## config.mk

```make
export PLATFORM = sky130hd
export DESIGN_NAME = axis_chan_framer
export DESIGN_NICKNAME = d
export VERILOG_FILES = /design/src/rtl/axis_framer_pkg.sv /design/src/rtl/axis_framer_csum.sv /design/src/rtl/axis_chan_framer.sv
export SDC_FILE = /design/constraint.sdc
export NUM_CORES = 1
export LEC_CHECK = 0
export CAP_MARGIN = 20
export CORE_AREA = 2 2 203 205
export DETAILED_ROUTE_END_ITERATION = 8
export DIE_AREA = 0 0 205 207
export PLACE_DENSITY = 0.79
export SKIP_CTS_REPAIR_TIMING = 1
export SLEW_MARGIN = 30
export SYNTH_ARGS = -nofsm -noshare
export SYNTH_HDL_FRONTEND = slang
export SYNTH_SLANG_ARGS = --single-unit
```

## constraint.sdc

```tcl
create_clock -name clk -period 3.36 [get_ports clk]
set_input_delay 0.672 -clock clk [delete_from_list [all_inputs] [get_ports clk]]
set_output_delay 0.672 -clock clk [all_outputs]
set_load 0.005 [all_outputs]
```

## src/rtl/axis_framer_pkg.sv

```systemverilog
// Shared definitions for the AXI-stream channel framer.
// Holds the FSM state encoding, header/trailer bit-field offsets and the
// default sync word used by axis_chan_framer and axis_framer_csum.
package axis_framer_pkg;

    typedef enum logic [1:0] {
        IDLE = 2'd0,
        HDR  = 2'd1,
        DATA = 2'd2,
        TRL  = 2'd3
    } state_t;

    localparam logic [31:0] MAGIC_DEFAULT = 32'hA55A_0F0F;

    // Header beat fields
    localparam int HDR_MAGIC_LSB = 0;
    localparam int HDR_SEQ_LSB   = 32;
    localparam int HDR_CHAN_LSB  = 48;

    // Trailer beat fields
    localparam int TRL_MAGIC_LSB = 0;
    localparam int TRL_CNT_LSB   = 32;
    localparam int TRL_CSUM_LSB  = 48;

    localparam int MAGIC_W   = 32;
    localparam int FIELD16_W = 16;
    localparam int CHAN_W    = 8;

endpackage

```

## src/rtl/axis_framer_csum.sv

```systemverilog
// Purpose: 16-bit lane-XOR fold of each payload beat plus running accumulator.
// Latency: accumulator updates on the clock edge that accepts the beat.
// Backpressure: none; caller drives en only for accepted beats.
// Ports: clk/rst, clr (restart packet), en (fold dat in), dat, csum (running value).
import axis_framer_pkg::*;

module axis_framer_csum #(
    parameter int DATA_WIDTH = 256
) (
    input  logic                  clk,
    input  logic                  rst,
    input  logic                  clr,
    input  logic                  en,
    input  logic [DATA_WIDTH-1:0] dat,
    output logic [15:0]           csum
);

    localparam int LANES = DATA_WIDTH / FIELD16_W;

    logic [15:0] fold;

    always_comb begin
        fold = '0;
        for (int i = 0; i < LANES; i++) begin
            fold = fold ^ dat[i*FIELD16_W +: FIELD16_W];
        end
    end

    always_ff @(posedge clk) begin
        if (rst || clr) begin
            csum <= '0;
        end else if (en) begin
            csum <= csum ^ fold;
        end
    end

endmodule

```

## src/rtl/axis_chan_framer.sv

```systemverilog
// Purpose: wraps each tuser-tagged AXI-stream packet in a header beat
//   (magic, channel, per-channel sequence) and a trailer beat (~magic, beat count, checksum).
// Latency: 1 cycle per beat (fully registered output); one IDLE cycle between packets.
// Backpressure: s_axis_tready follows the single output register being free
//   (empty or accepted this cycle); outputs hold while m_axis_tready=0.
// Ports: clk, rst (sync, active-high), s_axis_* payload in, m_axis_* framed out.
// Build option: define AXIS_FRAMER_CSUM_EN to fill trailer [63:48] with the lane-XOR checksum.
import axis_framer_pkg::*;

module axis_chan_framer #(
    parameter int          NUM_CHAN   = 6,
    parameter int          DATA_WIDTH = 256,
    parameter int          SEQ_WIDTH  = 16,
    parameter int          CNT_WIDTH  = 16,
    parameter logic [31:0] MAGIC      = MAGIC_DEFAULT
) (
    input  logic                  clk,
    input  logic                  rst,
    input  logic                  s_axis_tvalid,
    output logic                  s_axis_tready,
    input  logic [DATA_WIDTH-1:0] s_axis_tdata,
    input  logic                  s_axis_tlast,
    input  logic [NUM_CHAN-1:0]   s_axis_tuser,
    output logic                  m_axis_tvalid,
    input  logic                  m_axis_tready,
    output logic [DATA_WIDTH-1:0] m_axis_tdata,
    output logic                  m_axis_tlast
);

    localparam int                  IDX_W    = (NUM_CHAN > 1) ? $clog2(NUM_CHAN) : 1;
    localparam logic [NUM_CHAN-1:0] CHAN_LIM = NUM_CHAN[NUM_CHAN-1:0];

    state_t                  state;
    logic [NUM_CHAN-1:0]     chan;
    logic [NUM_CHAN-1:0]     trl_chan;
    logic                    trl_inc;
    logic [SEQ_WIDTH-1:0]    seq [NUM_CHAN];
    logic [CNT_WIDTH-1:0]    beat_cnt;
    logic [15:0]             csum_val;

    logic                    out_free;
    logic                    chan_ok;
    logic                    trl_acc;
    logic                    beat_acc;
    logic [SEQ_WIDTH-1:0]    seq_hdr;
    logic [DATA_WIDTH-1:0]   hdr_beat;
    logic [DATA_WIDTH-1:0]   trl_beat;

    assign out_free      = !m_axis_tvalid || m_axis_tready;
    assign s_axis_tready = !rst && (state == DATA) && out_free;
    assign beat_acc      = s_axis_tvalid && s_axis_tready;
    assign chan_ok       = (chan < CHAN_LIM);
    assign trl_acc       = m_axis_tvalid && m_axis_tlast && m_axis_tready;

    // A stalled trailer for the same channel can be accepted in the very cycle
    // the next header loads; forward that increment so the header is not stale.
    always_comb begin
        seq_hdr = '0;
        if (chan_ok) begin
            seq_hdr = seq[chan[IDX_W-1:0]];
            if (trl_acc && trl_inc && (trl_chan == chan)) begin
                seq_hdr = seq_hdr + SEQ_WIDTH'(1);
            end
        end
    end

    always_comb begin
        hdr_beat = '0;
        hdr_beat[HDR_MAGIC_LSB +: MAGIC_W]   = MAGIC;
        hdr_beat[HDR_SEQ_LSB +: FIELD16_W]   = 16'(seq_hdr);
        hdr_beat[HDR_CHAN_LSB +: CHAN_W]     = 8'(chan);
    end

    always_comb begin
        trl_beat = '0;
        trl_beat[TRL_MAGIC_LSB +: MAGIC_W]   = ~MAGIC;
        trl_beat[TRL_CNT_LSB +: FIELD16_W]   = 16'(beat_cnt);
        trl_beat[TRL_CSUM_LSB +: FIELD16_W]  = csum_val;
    end

`ifdef AXIS_FRAMER_CSUM_EN
    axis_framer_csum #(
        .DATA_WIDTH (DATA_WIDTH)
    ) u_csum (
        .clk  (clk),
        .rst  (rst),
        .clr  ((state == IDLE) && s_axis_tvalid),
        .en   (beat_acc),
        .dat  (s_axis_tdata),
        .csum (csum_val)
    );
`else
    assign csum_val = '0;
`endif

    always_ff @(posedge clk) begin
        if (rst) begin
            state         <= IDLE;
            chan          <= '0;
            trl_chan      <= '0;
            trl_inc       <= 1'b0;
            beat_cnt      <= '0;
            m_axis_tvalid <= 1'b0;
            m_axis_tdata  <= '0;
            m_axis_tlast  <= 1'b0;
            for (int i = 0; i < NUM_CHAN; i++) begin
                seq[i] <= '0;
            end
        end else begin
            if (trl_acc && trl_inc) begin
                seq[trl_chan[IDX_W-1:0]] <= seq[trl_chan[IDX_W-1:0]] + SEQ_WIDTH'(1);
            end

            // Drop valid on acceptance; any load below overrides this.
            if (m_axis_tvalid && m_axis_tready) begin
                m_axis_tvalid <= 1'b0;
            end

            case (state)
                IDLE: begin
                    if (s_axis_tvalid) begin
                        chan     <= s_axis_tuser;
                        beat_cnt <= '0;
                        state    <= HDR;
                    end
                end
                HDR: begin
                    if (out_free) begin
                        m_axis_tvalid <= 1'b1;
                        m_axis_tdata  <= hdr_beat;
                        m_axis_tlast  <= 1'b0;
                        state         <= DATA;
                    end
                end
                DATA: begin
                    if (beat_acc) begin
                        m_axis_tvalid <= 1'b1;
                        m_axis_tdata  <= s_axis_tdata;
                        m_axis_tlast  <= 1'b0;
                        if (beat_cnt != '1) begin
                            beat_cnt <= beat_cnt + CNT_WIDTH'(1);
                        end
                        if (s_axis_tlast) begin
                            state <= TRL;
                        end
                    end
                end
                TRL: begin
                    if (out_free) begin
                        m_axis_tvalid <= 1'b1;
                        m_axis_tdata  <= trl_beat;
                        m_axis_tlast  <= 1'b1;
                        trl_chan      <= chan;
                        trl_inc       <= chan_ok;
                        state         <= IDLE;
                    end
                end
                default: state <= IDLE;
            endcase
        end
    end

endmodule
```

-- Word level (Yosys, flattened, before mapping)
Memories as Yosys holds them, arrays and structs flattened. A register that Yosys moved wholly into a read port is not among the register bits.
Cells that the tools add are included.
- flip-flop bits (word level): 289
- latch bits: 0
- RAM bits: 96
- memory bits (read-only): 0
- input port bits: 267
- output and inout port bits: 259
- word-level logic and storage cells: 81
- memories kept: 1
- memory list (memory ; words ; bits a word ; rd ports ; clocked after memory_dff ; wr ports ; line ; text):
    seq ; 6 ; 16 ; 2 ; 2 ; 6 ; axis_chan_framer.sv:37 ; logic [SEQ_WIDTH-1:0] seq [NUM_CHAN];
- add/sub/neg operators: 3
- $mul: 0
- divide/modulo/power cells: 0
- magnitude comparators: 1
- equal/unequal tests: 11
- shifts and indexed selects: 0
- muxes and demuxes: 36
- bitwise gates (word level): 0
- reductions and logical operators: 21
- operator list (cell ; number):
    two-way mux 256 bit ; 3
    one-hot mux 256 bit (3 select lines) ; 1
    two-way mux 16 bit ; 6
    adder 16 x 1 -> 16 bit (second input constant) ; 3
    one-hot mux 16 bit (2 select lines) ; 1
    != test 16 bit (second input constant) ; 1
    OR reduction 16 bit ; 1
    two-way mux 3 bit ; 5
    two-way mux 1 bit ; 12
    two-way mux 2 bit ; 5
    != test 2 bit (second input constant) ; 5
    logical AND 1 bit ; 8
    one-hot mux 2 bit (4 select lines) ; 1
    AND reduction 4 bit ; 2
    == test 6 bit ; 1
    less-than comparator 6 x 3 -> 1 bit (second input constant) ; 1
    AND reduction 5 bit ; 1
    == test 2 bit (second input constant) ; 2
    AND reduction 2 bit ; 2
    one-hot mux 1 bit (3 select lines) ; 1
    nonzero test 3 bit ; 1
    == test 2 x 1 -> 1 bit (second input constant) ; 1
    zero test 1 bit ; 2
    zero test 2 bit ; 1
    other kinds (5) ; 5

-- Logic depth before layout (Yosys ltp)
- depth in word-level cells: 8
- mapped depth: 11
- depth with buffers taken out: 9

-- Least setup slack after synthesis
No wires, ideal clock.
- kind: input -> register
- start point: in m_axis_tready
- end point: mem seq[5][0], enable pin
- library setup time: 411 ps
- arrival time: 2123 ps
- data required time: 2949 ps
- setup slack: 825 ps
- stages: 4
- cells stage by stage: nand4_1 > inv_1 > nand2_1 > o21ai_0
- RTL lines (element ; line ; text):
    start, declared ; axis_chan_framer.sv:25 ; input logic m_axis_tready,
    end, declared ; axis_chan_framer.sv:37 ;

-- Worst setup path after layout
- start point: reg state[0]
- end point: out s_axis_tready
- longest elaborated chain between the ends: 3
- RTL lines (element ; line ; text):
    start, declared ; axis_chan_framer.sv:33 ; state_t state;
    start signal, assigned ; axis_chan_framer.sv:98 ; state <= IDLE;
    start signal, assigned ; axis_chan_framer.sv:124 ; state <= HDR;
    start signal, assigned ; axis_chan_framer.sv:132 ; state <= DATA;
    == test 2 bit ; axis_chan_framer.sv:50 ; assign s_axis_tready = !rst && (state == DATA) && out_free;
    logical AND 1 bit (2 in a row) ; axis_chan_framer.sv:50 ;
    end, declared ; axis_chan_framer.sv:20 ; output logic s_axis_tready,
Every way passes these cells.

==> Implementation_results.wiki <==
{| class="wikitable"
! Metric !! Value
|-
| Status || finished clean
|-
| Cell-by-cell listing of the critical path || inv_1 > ha_4 > and3_1 > clkdlybuf4s50_1
|-
| Vertical extent of the die || slightly above 200 um
|-
| Worst-case vdd ir drop || a little over 0.0005 V
|-
| Cell types with the largest area share after synthesis || sky130_fd_sc_hd__dfxtp_1 (33%), sky130_fd_sc_hd__edfxtp_1 (21%), sky130_fd_sc_hd__mux4_2 (6.7%)
|-
| Share of the yosys chip area belonging to registers || a little over half
|-
| Fraction of synthesis flops using an asynchronous set or reset pin || 0%
|-
| Number of placed I/O pins || 526
|-
| Avg Inst Size Synth || about 9.9 sq um
|-
| Gate Count Post-Synth || 1,826
|-
| Worst r2r dst || seq[5][8]$_DFFE_PP_
|-
| Number of nets in the synthesized netlist || about 2,100
|-
| Cell count of the worst hold path || 2
|-
| Worst-case headroom to the max-slew limit || 44.0%
|-
| First-pass GRT wire length || 100 mm
|-
| Worst hold start || rst
|-
| Maximum net fanout on the critical path || 29
|-
| Vias per cell || approximately 5.7
|-
| Yosys top cell area share || between 30 and 40%
|-
| Number of detailed-routing iterations run before antenna repair || 6
|-
| Crit-path slowest cell || sky130_fd_sc_hd__clkdlybuf4s50_1
|-
| Proportion of power drawn by the clock network || 29.5%
|-
| Full die area || 0.0424 sq mm
|-
| Data required time of the worst path || about 2700 ps
|-
| Type of element capturing the critical path || output pin
|-
| Comb power frac || about a third
|-
| Buffer depth of the longest clock path || 3
|-
| Achievable clock frequency || between 300 and 400 MHz
|-
| Setup repair after global routing missed its margin || false
|-
| Net count of the finished layout || between 2,000 and 3,000
|-
| Vias in the first global route || around 16,000
|-
| Count of clock tree sinks || between 400 and 500
|-
| Maximum number of pins on one net before global-route repair || approximately 220
|-
| Number of distinct library cells after synthesis || 59
|-
| GRT Util Overall || approximately a third
|-
| Cell Count Post-Placement || between 2,000 and 3,000
|-
| Met3 layer usage reported by global route || 11.5%
|-
| Clock transition at the registers of the reported paths || 60 ps
|-
| Die outline width || 205 um
|-
| TritonCTS clock tree || built
|-
| Power share of the sequential group || a little over a third
|-
| GRT met2 Usage || between 40% and 50%
|-
| Worst setup slack after placement || about 210 ps
|-
| Average wire length per cell after detail routing || 23.8 um
|-
| Summed negative setup slack over all endpoints || 0 ps
|-
| Area growth, synth to finish || 41.6%
|-
| Final Routed Wirelength || about 70 mm
|-
| Syn. warnings || 0
|-
| Worst Max-Slew Pin Slew || between 800 and 900 ps
|-
| Class of the worst hold path || input port to flip-flop
|-
| R2r worst-path depth || 8
|-
| Sw Pwr || between 6 and 7 mW
|-
| Number of levels the H-tree was split into || 2
|-
| Endpoint arrival time on the critical path || around 2400 ps
|-
| DRC violation count after routing || 0
|-
| Initial cell density of the core || 44.7%
|-
| Core occupancy in the finished layout || 63.4%
|-
| Antenna Nets Post-Route || 0
|-
| Largest clock skew in the final design || 23.5 ps
|-
| Number of max-cap violations || 0
|-
| Dominant cell type by area after synthesis || sky130_fd_sc_hd__dfxtp_1
|-
| EDFF count, synth || roughly 130
|-
| List of most frequent post-synthesis cells || sky130_fd_sc_hd__dfxtp_1 (295), sky130_fd_sc_hd__nand2_1 (250), sky130_fd_sc_hd__nand3_1 (231), sky130_fd_sc_hd__a21oi_1 (229), sky130_fd_sc_hd__nor2_1 (171)
|-
| Time the worst path needs with I/O delays and setup || 3100 ps
|-
| Post-layout power || 17.3 mW
|-
| Most used flip-flop cell after synthesis || sky130_fd_sc_hd__dfxtp_1
|-
| Type of the setup path with the least slack || flip-flop to output pin
|-
| Clock root buffer master || sky130_fd_sc_hd__clkbuf_16
|-
| Number of I/O port buffers || between 500 and 600
|-
| Library cell with the highest instance count after synthesis || sky130_fd_sc_hd__dfxtp_1
|-
| Int Pwr || 11.2 mW
|-
| Switching part of the total power || between 30% and 40%
|-
| Standard cell core area || roughly 0.04 sq mm
|-
| Power density over the cells || 676 mW/mm^2
|-
| Number of setup violations in the final report || 0
|-
| Yosys reg bits || between 400 and 500
|-
| Global routing usage on met1 || 40.2%
|-
| Sum of overflow across all layers after global routing || 0
|-
| Worst-case hold path end point || m_axis_tvalid$_SDFF_PP0_
|-
| Hold violation count in the final report || 0
|-
| Busiest metal layer after global routing || met2
|-
| Number of vias after detailed routing || about 17,000
|-
| Pleak || 8.71 nW
|-
| Number of slew-limit violations in the final report || 0
|-
| Final instance count without filler cells || roughly 2,900
|-
| Placed wire-length estimate after detailed placement || between 40 and 50 mm
|-
| Share of the clock period used by the worst path || 92.2%
|-
| Number of clock buffers inserted by TritonCTS || 45
|-
| Buffers & Inverters on Critical Path || 2
|-
| Share of final-layout standard cells stronger than drive strength 1 || 10.0%
|-
| Family with the most delay on the worst path || buffers and inverters
|-
| Stage delay of the slowest cell on the critical path || approximately 570 ps
|-
| Initial antenna violation count || 4
|-
| Worst-skew pair later-pin latency || about 600 ps
|-
| Startpoint Class || flip-flop
|-
| 1st-iter DRT viols || about 2,000
|-
| PnR worst setup slack || around 260 ps
|-
| Cell area after synthesis || around 0.018 sq mm
|-
| Final weighted congestion in routability-driven placement || roughly 0.95
|-
| Row count || 74
|-
| Setup slack of the most critical reg-to-reg path || about 400 ps
|}
-- cell usage in the layout, fill, tap and decap left out, types with 7 or more instances in the layout --
master | synthesis | layout
sky130_fd_sc_hd__xor2_1 | 17 | 17
sky130_fd_sc_hd__mux2i_1 | 13 | 13
sky130_fd_sc_hd__nor3_1 | 46 | 46
sky130_fd_sc_hd__a221oi_1 | 7 | 7
sky130_fd_sc_hd__buf_4 | 3 | 55
sky130_fd_sc_hd__clkbuf_1 | 130 | 9
sky130_fd_sc_hd__a211oi_1 | 44 | 44
sky130_fd_sc_hd__nor3b_1 | 7 | 7
sky130_fd_sc_hd__mux4_1 | 10 | 10
sky130_fd_sc_hd__mux2_2 | 18 | 18
sky130_fd_sc_hd__a21oi_1 | 229 | 229
sky130_fd_sc_hd__a222oi_1 | 9 | 9
sky130_fd_sc_hd__nand3_1 | 231 | 231
sky130_fd_sc_hd__xnor2_1 | 21 | 21
sky130_fd_sc_hd__clkbuf_8 | 0 | 9
sky130_fd_sc_hd__clkdlybuf4s50_1 | 0 | 524
sky130_fd_sc_hd__nor2_1 | 171 | 171
sky130_fd_sc_hd__nand2_1 | 250 | 250
sky130_fd_sc_hd__mux4_2 | 54 | 54
sky130_fd_sc_hd__dfxtp_1 | 295 | 293
sky130_fd_sc_hd__clkbuf_16 | 0 | 48
sky130_fd_sc_hd__buf_12 | 1 | 13
sky130_fd_sc_hd__inv_1 | 11 | 11
sky130_fd_sc_hd__and3_1 | 9 | 9
sky130_fd_sc_hd__edfxtp_1 | 128 | 128
sky130_fd_sc_hd__o21ai_0 | 19 | 18
sky130_fd_sc_hd__nand4_1 | 14 | 14
-- power groups by stage --
stage / registers (mW) / logic (mW) / clock network (mW)
6_report: 6.12 / 6.07 / 5.10
5_1_grt: 6.17 / 6.52 / 5.37
4_1_cts: 6.12 / 6.00 / 5.16
3_5_place_dp: 6.22 / 5.98 / 0
3_3_place_gp: 6.20 / 5.90 / 0
2_1_floorplan: 6.16 / 3.24 / 0
-- through the flow --
stage / instance area [sq um] / hold slack (ps)
2_1_floorplan: 18100 / 437
3_3_place_gp: 24000 / 438
3_5_place_dp: 24000 / 442
4_1_cts: 25500 / 305
5_1_grt: 25600 / 306
6_report: 25600 / 325
-- cell type report --
class / count / area, sq um
Fill cell: 3222 / 14800
Sequential cell: 423 / 9750
Multi-Input combinational cell: 1234 / 7640
Timing Repair Buffer: 594 / 5960
Clock buffer: 65 / 1350
Tap cell: 532 / 666
Clock inverter: 16 / 171
Inverter: 12 / 45.0
Antenna cell: 2 / 5.00
-- cell families (layout without fill, tap and decap cells) --
kind of cell,Yosys count,after routing,synth area share [%]
other,0,2,0
adders and majority gates,8,8,0.554
AOI/OAI and AO/OA,322,322,10.2
xor gates and xnor gates,39,39,1.93
muxes,98,98,10.3
DFF,423,423,54.0
buffers and inverters,169,687,3.92
and+or+nand+nor,767,767,19.1
-- worst max-delay path by stage --
stage                     depth (start not counted)                   from                             to
after floorplan                                   4          m_axis_tready            seq[5][0]$_DFFE_PP_
after global placement                            8          m_axis_tready  m_axis_tdata[37]$_SDFFE_PP0P_
after detailed placement                          8          m_axis_tready  m_axis_tdata[46]$_SDFFE_PP0P_
after CTS                                         4  state[0]$_SDFFE_PP0P_                  s_axis_tready
after global routing                              4  state[0]$_SDFFE_PP0P_                  s_axis_tready
final                                             4  state[0]$_SDFFE_PP0P_                  s_axis_tready
-- sequential cells by signal (all words and copies together), names as in the netlist, named ones only --
name	count
seq	128
m_axis_tvalid	1
trl_chan	6
beat_cnt	16
chan	6
m_axis_tlast	1
trl_inc	1
state	2
m_axis_tdata	256
-- routing by layer --
metal  up-vias  part of all wire, %
met5         -                0.083
met4         8                  3.5
met3       125                   12
met2       937                   46
met1      7963                   39
li1       7507                    -
-- worst register-to-register path: stages (launching register included) --
cell and delay, ps:
sky130_fd_sc_hd__dfxtp_2 460, sky130_fd_sc_hd__buf_4 350, sky130_fd_sc_hd__mux4_1 660, sky130_fd_sc_hd__and3_1 250
sky130_fd_sc_hd__o21bai_4 210, sky130_fd_sc_hd__nor3_1 150, sky130_fd_sc_hd__nand2_1 110, sky130_fd_sc_hd__xor2_1 390
sky130_fd_sc_hd__nor2_1 130
Power figures use the tool's default switching activity.
